==> config.mk <==
export PLATFORM = sky130hd
export DESIGN_NAME = uart_rx_fifo
export DESIGN_NICKNAME = d
export VERILOG_FILES = /design/src/rtl/uart_rx_fifo.sv
export SDC_FILE = /design/constraint.sdc
export NUM_CORES = 1
export LEC_CHECK = 0
export BUFFER_PORTS_ARGS = -buffer_cell sky130_fd_sc_hd__buf_4
export CAP_MARGIN = 20
export CORE_UTILIZATION = 40
export DETAILED_ROUTE_END_ITERATION = 8
export PLACE_DENSITY_LB_ADDON = 0.25
export RECOVER_POWER = 50
export SYNTH_ARGS = -nofsm -noshare
export SYNTH_HDL_FRONTEND = slang
export SYNTH_SLANG_ARGS = --single-unit
==> constraint.sdc <==
create_clock -name sclk -period 5.1 [get_ports sclk]
set_input_delay 1.02 -clock sclk [delete_from_list [all_inputs] [get_ports sclk]]
set_output_delay 1.02 -clock sclk [all_outputs]
set_load 0.005 [all_outputs]
==> src/rtl/uart_rx_fifo.sv <==
// 16x oversampled UART receiver (8N1, LSB first) feeding a show-ahead receive FIFO.
// Define UART_RX_PARITY_EN for 8E1 frames with a live parity_err pulse.
module uart_rx_fifo #(
  parameter int unsigned sys_clk_freq = 50_000_000,
  parameter int unsigned baudrate     = 115200,
  parameter int unsigned FIFO_DEPTH   = 4
) (
  input  logic       sclk,
  input  logic       rst,
  input  logic       rx,
  input  logic       rd_en,
  output logic [7:0] rx_byte,
  output logic       empty,
  output logic       rx_done,
  output logic       frame_err,
  output logic       overflow,
  output logic       parity_err
);

  localparam int unsigned OSR_DIV = sys_clk_freq / (baudrate * 16);
  localparam int unsigned TW      = (OSR_DIV > 1) ? $clog2(OSR_DIV) : 1;
  localparam int unsigned AW      = $clog2(FIFO_DEPTH);
  localparam logic [TW-1:0] TickMax = TW'(OSR_DIV - 1);
  localparam logic [AW:0]   PtrOne  = (AW + 1)'(1);

`ifdef UART_RX_PARITY_EN
  typedef enum logic [2:0] {StIdle, StStart, StData, StParity, StStop, StWaitHigh} state_e;
`else
  typedef enum logic [2:0] {StIdle, StStart, StData, StStop, StWaitHigh} state_e;
`endif

  state_e      state_q, state_d;
  logic        rx_meta_q, rx_sync_q, rx_prev_q;
  logic [2:0]  vld_q;
  logic [TW-1:0] tick_cnt_q, tick_cnt_d;
  logic [3:0]  sample_cnt_q, sample_cnt_d;
  logic [2:0]  bit_cnt_q, bit_cnt_d;
  logic [1:0]  smp_q, smp_d;
  logic [7:0]  shift_q, shift_d;
  logic        frame_err_q, ferr_d;
  logic        parity_err_q, perr_d;
  logic        tick, start_edge, busy, mid, bit_end, maj, push;
`ifdef UART_RX_PARITY_EN
  logic        drop_q, drop_d;
`endif

  logic [7:0]  mem_q [FIFO_DEPTH];
  logic [AW:0] wr_ptr_q, rd_ptr_q;
  logic        full, pop_fire, push_ok, rx_done_q, overflow_q;

  // vld_q marks when rx_prev_q holds a real pin sample, so a line low at reset release is
  // not mistaken for a start edge against the synchronizer's reset value.
  assign start_edge = (state_q == StIdle) && vld_q[2] && rx_prev_q && !rx_sync_q;
  assign tick       = (tick_cnt_q == '0);
  assign busy       = (state_q != StIdle) && (state_q != StWaitHigh);
  assign mid        = tick && (sample_cnt_q == 4'd9);
  assign bit_end    = tick && (sample_cnt_q == 4'd15);
  assign maj        = (smp_q[0] & smp_q[1]) | (rx_sync_q & (smp_q[0] | smp_q[1]));

  always_comb begin
    if (start_edge || (tick_cnt_q == TickMax)) begin
      tick_cnt_d = '0;
    end else begin
      tick_cnt_d = tick_cnt_q + TW'(1);
    end
  end

  always_comb begin
    state_d      = state_q;
    sample_cnt_d = sample_cnt_q;
    bit_cnt_d    = bit_cnt_q;
    smp_d        = smp_q;
    shift_d      = shift_q;
    push         = 1'b0;
    ferr_d       = 1'b0;
    perr_d       = 1'b0;
`ifdef UART_RX_PARITY_EN
    drop_d       = drop_q;
`endif
    if (busy && tick) begin
      sample_cnt_d = sample_cnt_q + 4'd1;
      if (sample_cnt_q == 4'd7) smp_d[0] = rx_sync_q;
      if (sample_cnt_q == 4'd8) smp_d[1] = rx_sync_q;
    end
    case (state_q)
      StIdle: begin
        if (start_edge) begin
          state_d      = StStart;
          sample_cnt_d = '0;
          bit_cnt_d    = '0;
`ifdef UART_RX_PARITY_EN
          drop_d       = 1'b0;
`endif
        end
      end
      StStart: begin
        if (mid && maj) begin
          state_d = StIdle;
        end else if (bit_end) begin
          state_d = StData;
        end
      end
      StData: begin
        if (mid) shift_d = {maj, shift_q[7:1]};
        if (bit_end) begin
          bit_cnt_d = bit_cnt_q + 3'd1;
          if (bit_cnt_q == 3'd7) begin
`ifdef UART_RX_PARITY_EN
            state_d = StParity;
`else
            state_d = StStop;
`endif
          end
        end
      end
`ifdef UART_RX_PARITY_EN
      StParity: begin
        // Even parity: data bits plus parity bit must XOR to zero.
        if (mid && ((^shift_q) ^ maj)) begin
          perr_d = 1'b1;
          drop_d = 1'b1;
        end
        if (bit_end) state_d = StStop;
      end
`endif
      StStop: begin
        if (mid) begin
          if (maj) begin
`ifdef UART_RX_PARITY_EN
            push = !drop_q;
`else
            push = 1'b1;
`endif
            state_d = StIdle;
          end else begin
            ferr_d  = 1'b1;
            state_d = StWaitHigh;
          end
        end
      end
      StWaitHigh: begin
        if (rx_sync_q) state_d = StIdle;
      end
      default: state_d = StIdle;
    endcase
  end

  always_ff @(posedge sclk or posedge rst) begin
    if (rst) begin
      rx_meta_q    <= 1'b1;
      rx_sync_q    <= 1'b1;
      rx_prev_q    <= 1'b1;
      vld_q        <= '0;
      tick_cnt_q   <= '0;
      state_q      <= StIdle;
      sample_cnt_q <= '0;
      bit_cnt_q    <= '0;
      smp_q        <= '0;
      shift_q      <= '0;
      frame_err_q  <= 1'b0;
      parity_err_q <= 1'b0;
`ifdef UART_RX_PARITY_EN
      drop_q       <= 1'b0;
`endif
    end else begin
      rx_meta_q    <= rx;
      rx_sync_q    <= rx_meta_q;
      rx_prev_q    <= rx_sync_q;
      vld_q        <= {vld_q[1:0], 1'b1};
      tick_cnt_q   <= tick_cnt_d;
      state_q      <= state_d;
      sample_cnt_q <= sample_cnt_d;
      bit_cnt_q    <= bit_cnt_d;
      smp_q        <= smp_d;
      shift_q      <= shift_d;
      frame_err_q  <= ferr_d;
      parity_err_q <= perr_d;
`ifdef UART_RX_PARITY_EN
      drop_q       <= drop_d;
`endif
    end
  end

  // A pop in the same cycle frees the slot, so a push into a full FIFO still succeeds.
  assign full     = (wr_ptr_q[AW] != rd_ptr_q[AW]) && (wr_ptr_q[AW-1:0] == rd_ptr_q[AW-1:0]);
  assign empty    = (wr_ptr_q == rd_ptr_q);
  assign pop_fire = rd_en && !empty;
  assign push_ok  = push && (!full || pop_fire);

  always_ff @(posedge sclk or posedge rst) begin
    if (rst) begin
      wr_ptr_q   <= '0;
      rd_ptr_q   <= '0;
      rx_done_q  <= 1'b0;
      overflow_q <= 1'b0;
      for (int unsigned i = 0; i < FIFO_DEPTH; i++) mem_q[i] <= '0;
    end else begin
      rx_done_q  <= push_ok;
      overflow_q <= push && !push_ok;
      if (push_ok) begin
        mem_q[wr_ptr_q[AW-1:0]] <= shift_q;
        wr_ptr_q                <= wr_ptr_q + PtrOne;
      end
      if (pop_fire) rd_ptr_q <= rd_ptr_q + PtrOne;
    end
  end

  assign rx_byte   = mem_q[rd_ptr_q[AW-1:0]];
  assign rx_done   = rx_done_q;
  assign overflow  = overflow_q;
  assign frame_err = frame_err_q;
`ifdef UART_RX_PARITY_EN
  assign parity_err = parity_err_q;
`else
  assign parity_err = 1'b0;
`endif

endmodule

==> results of run 1 <==
-- registers in the layout, summed over array words and instances, names as in the netlist, 2 cells and up --
signal	cells
mem_q	32
shift_q	8
tick_cnt_q	5
sample_cnt_q	4
bit_cnt_q	3
rd_ptr_q	3
state_q	3
vld_q	3
wr_ptr_q	3
smp_q	2
-- final cells by class --
type	instances	area (um^2)
repair buffers	16	120.1
clock buffers	12	135.1
clock inverters	4	47.55
multi-input cells	153	1440
fillers	719	4170
flip-flops and latches	72	1805
inverters	11	41.29
well taps	102	127.6
-- synthesized netlist by cell type, types with 2 or more instances --
master | n | share of area
dfrtp_1 | 69 | 0.52
mux2_2 | 43 | 0.15
nor2_1 | 14 | 0.016
ha_1 | 13 | 0.049
inv_1 | 11 | 0.012
nand2_1 | 11 | 0.012
mux4_2 | 8 | 0.054
xnor2_1 | 7 | 0.018
xor2_1 | 6 | 0.016
nor3_1 | 5 | 0.0075
o21ai_0 | 5 | 0.0075
nor3_4 | 4 | 0.019
a21o_1 | 3 | 0.0067
dfstp_2 | 3 | 0.024
mux2i_1 | 3 | 0.0090
nand3_1 | 3 | 0.0045
o211ai_1 | 3 | 0.0067
a21oi_1 | 2 | 0.0030
and3_1 | 2 | 0.0037
and4b_1 | 2 | 0.0060
buf_2 | 2 | 0.0030
buf_4 | 2 | 0.0045
clkbuf_1 | 2 | 0.0022
conb_1 | 2 | 0.0022
nand4_1 | 2 | 0.0037
or2_2 | 2 | 0.0037
-- through the flow --
step / instances / instance area (um^2) / utilization
CTS: 370 / 3732 / 0.4732
floorplan: 243 / 3338 / -
global placement: 354 / 3550 / 0.4500
finish: 370 / 3717 / 0.4713
detailed placement: 354 / 3550 / 0.4500
global route: 370 / 3717 / 0.4713
-- layer usage --
| layer | track usage | part of all wire | up-vias |
|---|---|---|---|
| met4 | 0.05385 | 0.011 | 0 |
| met5 | 0 | 0 | - |
| met3 | 0.05203 | 0.036 | 5 |
| met1 | 0.2095 | 0.50 | 953 |
| met2 | 0.2138 | 0.45 | 22 |
| li1 | - | - | 889 |
-- power breakdown --
group	total [mW]	switching [mW]	internal, mW
clock network	0.426	0.201	0.225
registers	0.711	0.0908	0.620
logic	0.202	0.0949	0.107
total	1.34	0.387	0.952
-- path summary, 6_finish.rpt --
check | endpoint | slack, ns | cells after the start
worst max-delay path | smp_q[1]$_DFFE_PP0P_ | 1.61 | 6
worst min-delay path | vld_q[2]$_DFF_PP0_ | 0.35 | 0
worst max register to register | smp_q[1]$_DFFE_PP0P_ | 1.61 | 6
worst min register to register | vld_q[2]$_DFF_PP0_ | 0.35 | 0
max in group asynchronous | rx_meta_q$_DFF_PP1_ | 2.88 | 3
min in group asynchronous | mem_q[14]$_DFFE_PP0P_ | 1.05 | 2
-- logic make-up after synthesis --
| family | count (synthesis) |
|---|---|
| flops | 72 |
| other cells | 2 |
| mux | 55 |
| compound gates | 16 |
| fa+ha+maj | 14 |
| xor+xnor | 13 |
| buf+inv | 18 |
| simple gates | 53 |
==> metrics.txt, run 1 <==
outcome finished with violations; failing checks capacitance limit, slew limit; DP HPWL ~3.7 mm; cts repair resizes 0; Worst Skew approximately 0.0096 ns; TritonCTS clock tree built; hold_sp vld_q[1]$_DFF_PP0_; Die X 93.36 um; Yosys reg bits just over 70; RR Startpoint tick_cnt_q[0]$_DFF_PP0_; via count around 1900; Max-slew headroom -0.1512; final-report hold violation count 0; power consumption around 1.3 mW; Startpoint Class flip-flop; Die H 93.36 um; adder-cell area share of the yosys netlist 0.05172; Distinct cells, synth 40; Max stage delay cell, worst path nor4b_1; CTS Sinks slightly above 70; post-route ant nets 0; worst vdd ir about 170 uV; max cap viols 1; pwr/cell area roughly 360 nW/um^2; critical path class reg -> reg; Hold Path Class reg -> reg; worst slack, placed about 2.5 ns; commonest non-fill, non-tap cells in the layout dfrtp_1, mux2_2, nor2_1; Setup Viol. Count Final 0; gpl congestion 0.7426; post-route minimum period between 3 and 4 ns; htree depth 3; Synth Cell Area around 3300 um^2; DIE AREA ~8700 um^2; PortBufs 15; Ant. Diodes 0; Initial Util 0.4232; Post-Synth XOR/XNOR Area 0.03411; largest fanout on the critical path 9; Synth Area in Simple Gates 0.1053; Final Max Tran Viols 10; GRT overflow 0; most common cell after layout, fill and taps aside dfrtp_1; chain of cells forming the critical path inv_1 -> ha_1 -> nor4b_1 -> o21ai_0 -> nor3_1 -> mux2_2; CP max stage delay between 1 and 1.5 ns; Clock Latency Late Sink ~0.34 ns; final setup margin 1.606 ns; antenna violations before repair 0; dominant synthesized flop cell dfrtp_1; Rows 32; Synth Instances approximately 240; Clk Tree Root Cell clkbuf_8; Leak Pwr ~1.8 nW; CTS Hold Buffers Added 0; Data required, critical path between 5 and 6 ns; drt drc 0; CP delay by family, top simple AND/OR/NAND/NOR gates; crit path capture type flip-flop; CTS Buf Count 9; syn_nets between 200 and 300; drt pass-1 iters 5; Vias/cell slightly above 5; vias in the first global route around 1900; pin count of the biggest net entering global routing 39; fin crit share 0.6851; mux cell area share after synthesis 0.2114; DRT iter0 DRCs 57; global-route wire length before repair around 10 mm; Core Area 7888 um^2; f_max roughly 290 MHz; post-synthesis compound-gate area fraction 0.03111; Mean Syn Cell Area around 14 um^2; Hold WS 0.3534 ns; Slew @ Worst Pin roughly 1.7 ns; Setup TNS 0 ns; Critical Path AT ~3.7 ns; All-Layer GR Usage 0.1494; WP buf/inv 1; io pins 17; RSZ-0062 raised after global routing false; post-CTS setup buffer count 0; Ys Warns 0; sequential area share after synthesis 0.5409; clk slew on worst S/H paths 0.07 ns; EDFF count, synth 0; nets between 200 and 300; WL per Instance 15.17 um; Total Routed Length approximately 5.6 mm; main combinational cell family by area after synthesis multiplexers; ys async rst share 1.000; layout cells sized above 1 0.3358; Layout area overhead 11.36%; worst-case clock buffer depth 2; launch point of the critical path tick_cnt_q[0]$_DFF_PP0_
Note: power is estimated with default switching activity, not from simulation.
==> inputs of run 2 (changes only) <==
==> constraint.sdc (replaced) <==
create_clock -name sclk -period 3.6 [get_ports sclk]
set_input_delay 0.72 -clock sclk [delete_from_list [all_inputs] [get_ports sclk]]
set_output_delay 0.72 -clock sclk [all_outputs]
set_load 0.005 [all_outputs]
==> run 2 against run 1 <==
Compared with the run above:
- routed wire length fell by 0.71%
- critical endpoint is now rx_byte[6]
- largest cell class unchanged
- global-route usage fell by 0.19 points
- clock power rose by 74%
- the flow still finishes with violations (capacitance limit, slew limit)
==> metrics.txt, run 2 (same netlist as run 1, synthesis figures left out) <==
DIE AREA just under 9000 um^2; via count 1876; max cap viols 1; power consumption 2.045 mW; f_max 389.3 MHz; launch point of the critical path rd_ptr_q[0]$_DFFE_PP0P_; GRT overflow 0; Total Routed Length approximately 5.6 mm; WL per Instance about 15 um; Worst Skew about 0.011 ns; layout cells sized above 1 0.3507; DRT iter0 DRCs 46; worst-case clock buffer depth 2; RR Startpoint tick_cnt_q[0]$_DFF_PP0_; post-CTS setup buffer count 0; crit path capture type output port; Die H between 90 and 100 um; Leak Pwr ~1.8 nW; WP buf/inv 1; Layout area overhead 13.46%; vias in the first global route roughly 1900; chain of cells forming the critical path mux4_2 -> buf_4; Critical Path AT approximately 1.9 ns; Ant. Diodes 0; Data required, critical path around 2.9 ns; pwr/cell area between 500 and 600 nW/um^2; hold_sp vld_q[1]$_DFF_PP0_; Cells after DPL about 350; fin crit share 0.7135; CP delay by family, top flip-flops; Rows 32; outcome finished with violations; drt drc 0; critical path class reg -> out; CP max stage delay approximately 0.75 ns; Clock Latency Late Sink 0.34 ns; Clk Tree Root Cell clkbuf_8; Hold Path Class reg -> reg; Core Area ~8000 um^2; PortBufs 15; CTS Hold Buffers Added 0; clk slew on worst S/H paths roughly 0.07 ns; cts repair resizes 0; gpl congestion just over 0.7; post-route insts no fill 370; Die X 93.36 um; commonest non-fill, non-tap cells in the layout dfrtp_1, mux2_2, nor2_1; Max stage delay cell, worst path dfrtp_1; Max-slew headroom -0.1691; CTS Sinks approximately 70; most common cell after layout, fill and taps aside dfrtp_1; post-route minimum period between 2 and 3 ns; max reg flops 32; io pins 17; Startpoint Class flip-flop; largest fanout on the critical path 11; Largest regs mem_q x32, shift_q x8, tick_cnt_q x5; Biggest register mem_q; Slew @ Worst Pin roughly 1.8 ns; antenna violations before repair 0; Final Max Tran Viols 73; nets 280; Hold WS 0.3504 ns; htree depth 3; TritonCTS clock tree built; All-Layer GR Usage 0.1475; failing checks capacitance limit, slew limit; Setup TNS 0 ns; Setup Viol. Count Final 0; global-route wire length before repair just under 10 mm; drt pass-1 iters 4; final-report hold violation count 0; Initial Util 0.4232; DP HPWL approximately 3.6 mm; pin count of the biggest net entering global routing between 70 and 80; RSZ-0062 raised after global routing false; CTS Buf Count 9; Vias/cell about 5.1; post-route ant nets 0; worst vdd ir between 150 and 200 uV
## run 2: changes by cell type in the layout (fill, tap and decap cells not counted), moves of 2 or more
cell	before	now
buf_4	11	13
clkbuf_1	3	0
clkbuf_4	5	2
clkbuf_8	9	12
clkinv_2	2	0
## run 2: worst reg2reg max path: cells and delay by family (launching register included)
kind / cells / cell delay, ns
mux: 1 / 0.40
simple gates: 3 / 1.35
fa+ha+maj: 1 / 0.15
buf+inv: 1 / 0.10
flops: 1 / 0.41
## run 2: stage by stage
| stage | utilization | area (um^2) | setup WS (ns) |
|---|---|---|---|
| detailed placement | 0.4500 | 3550 | 1.072 |
| CTS | 0.4805 | 3790 | 0.9782 |
| global placement | 0.4500 | 3550 | 1.057 |
| finish | 0.4802 | 3787 | 1.032 |
| global route | 0.4802 | 3787 | 0.8920 |
| floorplan | - | 3338 | 1.060 |
## run 2: final timing paths
path / endpoint / slack [ns] / cells after the start
setup / recovery: rx_byte[6] / 1.03 / 2
hold / removal: vld_q[2]$_DFF_PP0_ / 0.35 / 0
setup reg to reg: mem_q[7]$_DFFE_PP0P_ / 1.08 / 6
hold reg to reg: vld_q[2]$_DFF_PP0_ / 0.35 / 0
max in group asynchronous: wr_ptr_q[2]$_DFFE_PP0P_ / 1.55 / 3
min in group asynchronous: vld_q[0]$_DFF_PP0_ / 1.01 / 3
## run 2: report_power, final
| group | switching, mW | leakage (nW) | total [mW] | internal, mW |
|---|---|---|---|---|
| combinational | 0.138 | 0.742 | 0.296 | 0.158 |
| sequential | 0.130 | 0.956 | 1.01 | 0.878 |
| clock | 0.294 | 0.115 | 0.741 | 0.447 |
## run 2: area by class of cell
type,count,area (um^2)
well taps,102,127.6
clock inverters,4,75.07
inverters,11,41.29
repair buffers,16,117.6
clock buffers,12,165.2
fillers,705,4100
flip-flops and latches,72,1805
multi-input cells,153,1455
## run 2: routing by layer
| layer | up-vias | track usage | part of all wire |
|---|---|---|---|
| li1 | 895 | - | - |
| met5 | - | 0 | 0 |
| met4 | 0 | 0.05000 | 0.017 |
| met3 | 10 | 0.03821 | 0.037 |
| met1 | 937 | 0.2136 | 0.50 |
| met2 | 34 | 0.2151 | 0.45 |
==> inputs of run 3 (changes only) <==
==> constraint.sdc (replaced) <==
create_clock -name sclk -period 2.15 [get_ports sclk]
set_input_delay 0.43 -clock sclk [delete_from_list [all_inputs] [get_ports sclk]]
set_output_delay 0.43 -clock sclk [all_outputs]
set_load 0.005 [all_outputs]
==> run 3 against run 2 <==
Compared with the run above:
- the run still ends with capacitance limit, slew limit left
- power grew 74%
- combinational power rose by 130%
- core utilization up 1.7 points
- cell count is 3.8% higher
- sequential power rose by 59%
- clock power rose by 71%
- via count up 3.3%
- critical path depth rose by 1
- critical path type unchanged
- largest cell class unchanged
==> metrics.txt, run 3 (same netlist as run 1, synthesis figures left out) <==
outcome finished with violations; failing checks capacitance limit, slew limit; Setup Viol. Count Final 0; Clock Latency Late Sink roughly 0.35 ns; Worst R2R Setup Slack 0.1 ns; Startpoint Class flip-flop; Die H between 90 and 100 um; post-layout util 0.4970; Max-slew headroom -0.1658; Multi-input gate area between 1000 and 1500 um^2; global-route wire length before repair 10.27 mm; crit path capture type output port; WL per Instance 15.21 um; DP HPWL 3.801 mm; Total Routed Length roughly 6 mm; final-report hold violation count 0; pwr/cell area 909.7 nW/um^2; chain of cells forming the critical path buf_6 -> mux4_2 -> buf_4; max reg flops 32; pin count of the biggest net entering global routing 73; reg2reg path depth 7; nets 294; post-route ant nets 0; hold_sp rx; Setup TNS 0 ns; TritonCTS clock tree built; Crit path depth 3; Hold Path Class in -> reg; Max stage delay cell, worst path mux4_2; fin crit share 0.9547; post-route minimum period 2.053 ns; io pins 17; Slew @ Worst Pin ~1.7 ns; Die X a little over 90 um; Data required, critical path between 1.5 and 2 ns; Critical Path AT 1.62 ns; CP delay by family, top multiplexers; hold endpoint rx_meta_q$_DFF_PP1_; gpl congestion roughly 0.7; via count 1938; fillcell total ~690; CTS Hold Buffers Added 0; Seq. cell area ~1800 um^2; Worst Skew about 0.011 ns; Hold Path Depth 1; Biggest register mem_q; clk slew on worst S/H paths roughly 0.070 ns; Vias/cell 5.047; post-route insts no fill about 380; f_max slightly below 500 MHz; GRT overflow 0; Initial Util 0.4232; DIE AREA between 8000 and 9000 um^2; CP max stage delay ~0.54 ns; Leak Pwr approximately 1.9 nW; RSZ-0062 raised after global routing true; Largest regs mem_q x32, shift_q x8, tick_cnt_q x5; R2R Path End bit_cnt_q[0]$_DFFE_PP0P_; RR Startpoint tick_cnt_q[1]$_DFF_PP0_; critical path class reg -> out; commonest non-fill, non-tap cells in the layout dfrtp_1, mux2_2, buf_4; vias in the first global route slightly above 2000; worst-case clock buffer depth 2; CTS Buf Count 9; Core Area slightly below 8000 um^2; most common cell after layout, fill and taps aside dfrtp_1; Layout area overhead 17.43%; PortBufs 15; DRT iter0 DRCs 85; Rows 32; All-Layer GR Usage 0.1586; Cells after DPL between 300 and 400; Ant. Diodes 0; worst vdd ir just under 300 uV; Final Max Tran Viols 73; WP buf/inv 2; largest fanout on the critical path 10; max cap viols 1; antenna violations before repair 0; Clk Tree Root Cell clkbuf_8; htree depth 3; drt pass-1 iters 4; drt drc 0; CTS Sinks 72; layout cells sized above 1 0.3865
[run 3: cell types whose count changed in the layout (fill, tap and decap cells not counted)]
| cell | before | now |
|---|---|---|
| clkinv_2 | 0 | 2 |
| clkbuf_8 | 12 | 9 |
| nor3_2 | 0 | 1 |
| buf_12 | 0 | 1 |
| nor3_1 | 5 | 4 |
| buf_4 | 13 | 22 |
| dfstp_1 | 1 | 0 |
| clkbuf_4 | 2 | 1 |
| dfstp_2 | 2 | 3 |
| bufinv_16 | 2 | 3 |
| clkbuf_1 | 0 | 2 |
| inv_1 | 11 | 10 |
| buf_6 | 0 | 4 |
[run 3: per-stage QoR]
stage / power, mW / instance area, um^2 / setup WS [ns] / hold slack [ns]
final: 3.566 / 3920 / 0.09735 / 0.1920
after global routing: 3.762 / 3920 / -0.006458 / 0.1802
after CTS: 3.583 / 3904 / 0.02535 / 0.1762
after detailed placement: 2.303 / 3669 / 0.05291 / 0.3427
after global placement: 2.280 / 3669 / 0.1445 / 0.3325
after floorplan: 2.111 / 3342 / 0.02826 / 0.3312
[run 3: layer usage]
metal,vias up,part of all wire,GRT usage
met2,26,0.44,0.2249
li1,922,-,-
met1,980,0.51,0.2271
met4,0,0.024,0.09231
met5,-,0,0
met3,10,0.023,0.02927
[run 3: area by class of cell]
class,instances,area share
sequential,72,0.4606
inverter,11,0.01149
timing repair buffer,30,0.06288
multi-input combinational,153,0.3725
clock inverter,6,0.02745
clock buffer,10,0.03256
tap,102,0.03256
[run 3: repair_timing]
item                       4_1_cts  5_1_grt
gates resized for setup          0        5
setup endpoints to repair        0       44
buffers inserted                 0        2
[run 3: power by group]
group | total (mW) | switching (mW) | internal, mW
Combinational | 0.690 | 0.360 | 0.330
Clock | 1.27 | 0.501 | 0.767
Sequential | 1.61 | 0.136 | 1.47
Total | 3.57 | 0.997 | 2.57
[run 3: how the worst max path moves through the flow]
stage | from | endpoint | slack (ns)
2_1_floorplan | tick_cnt_q[0]$_DFF_PP0_ | mem_q[0]$_DFFE_PP0P_ | 0.03
3_3_place_gp | tick_cnt_q[0]$_DFF_PP0_ | wr_ptr_q[1]$_DFFE_PP0P_ | 0.14
3_5_place_dp | tick_cnt_q[0]$_DFF_PP0_ | wr_ptr_q[1]$_DFFE_PP0P_ | 0.05
4_1_cts | rd_ptr_q[0]$_DFFE_PP0P_ | rx_byte[5] | 0.03
5_1_grt | tick_cnt_q[1]$_DFF_PP0_ | bit_cnt_q[0]$_DFFE_PP0P_ | -0.006
6_report | rd_ptr_q[0]$_DFFE_PP0P_ | rx_byte[5] | 0.1
[run 3: worst register-to-register path: cells and delay by family (launching register included)]
kind            cells  cell delay, ns
mux                 1            0.31
simple gates        2            0.68
flops               1            0.42
compound gates      1            0.08
fa+ha+maj           1            0.15
buf+inv             2            0.30
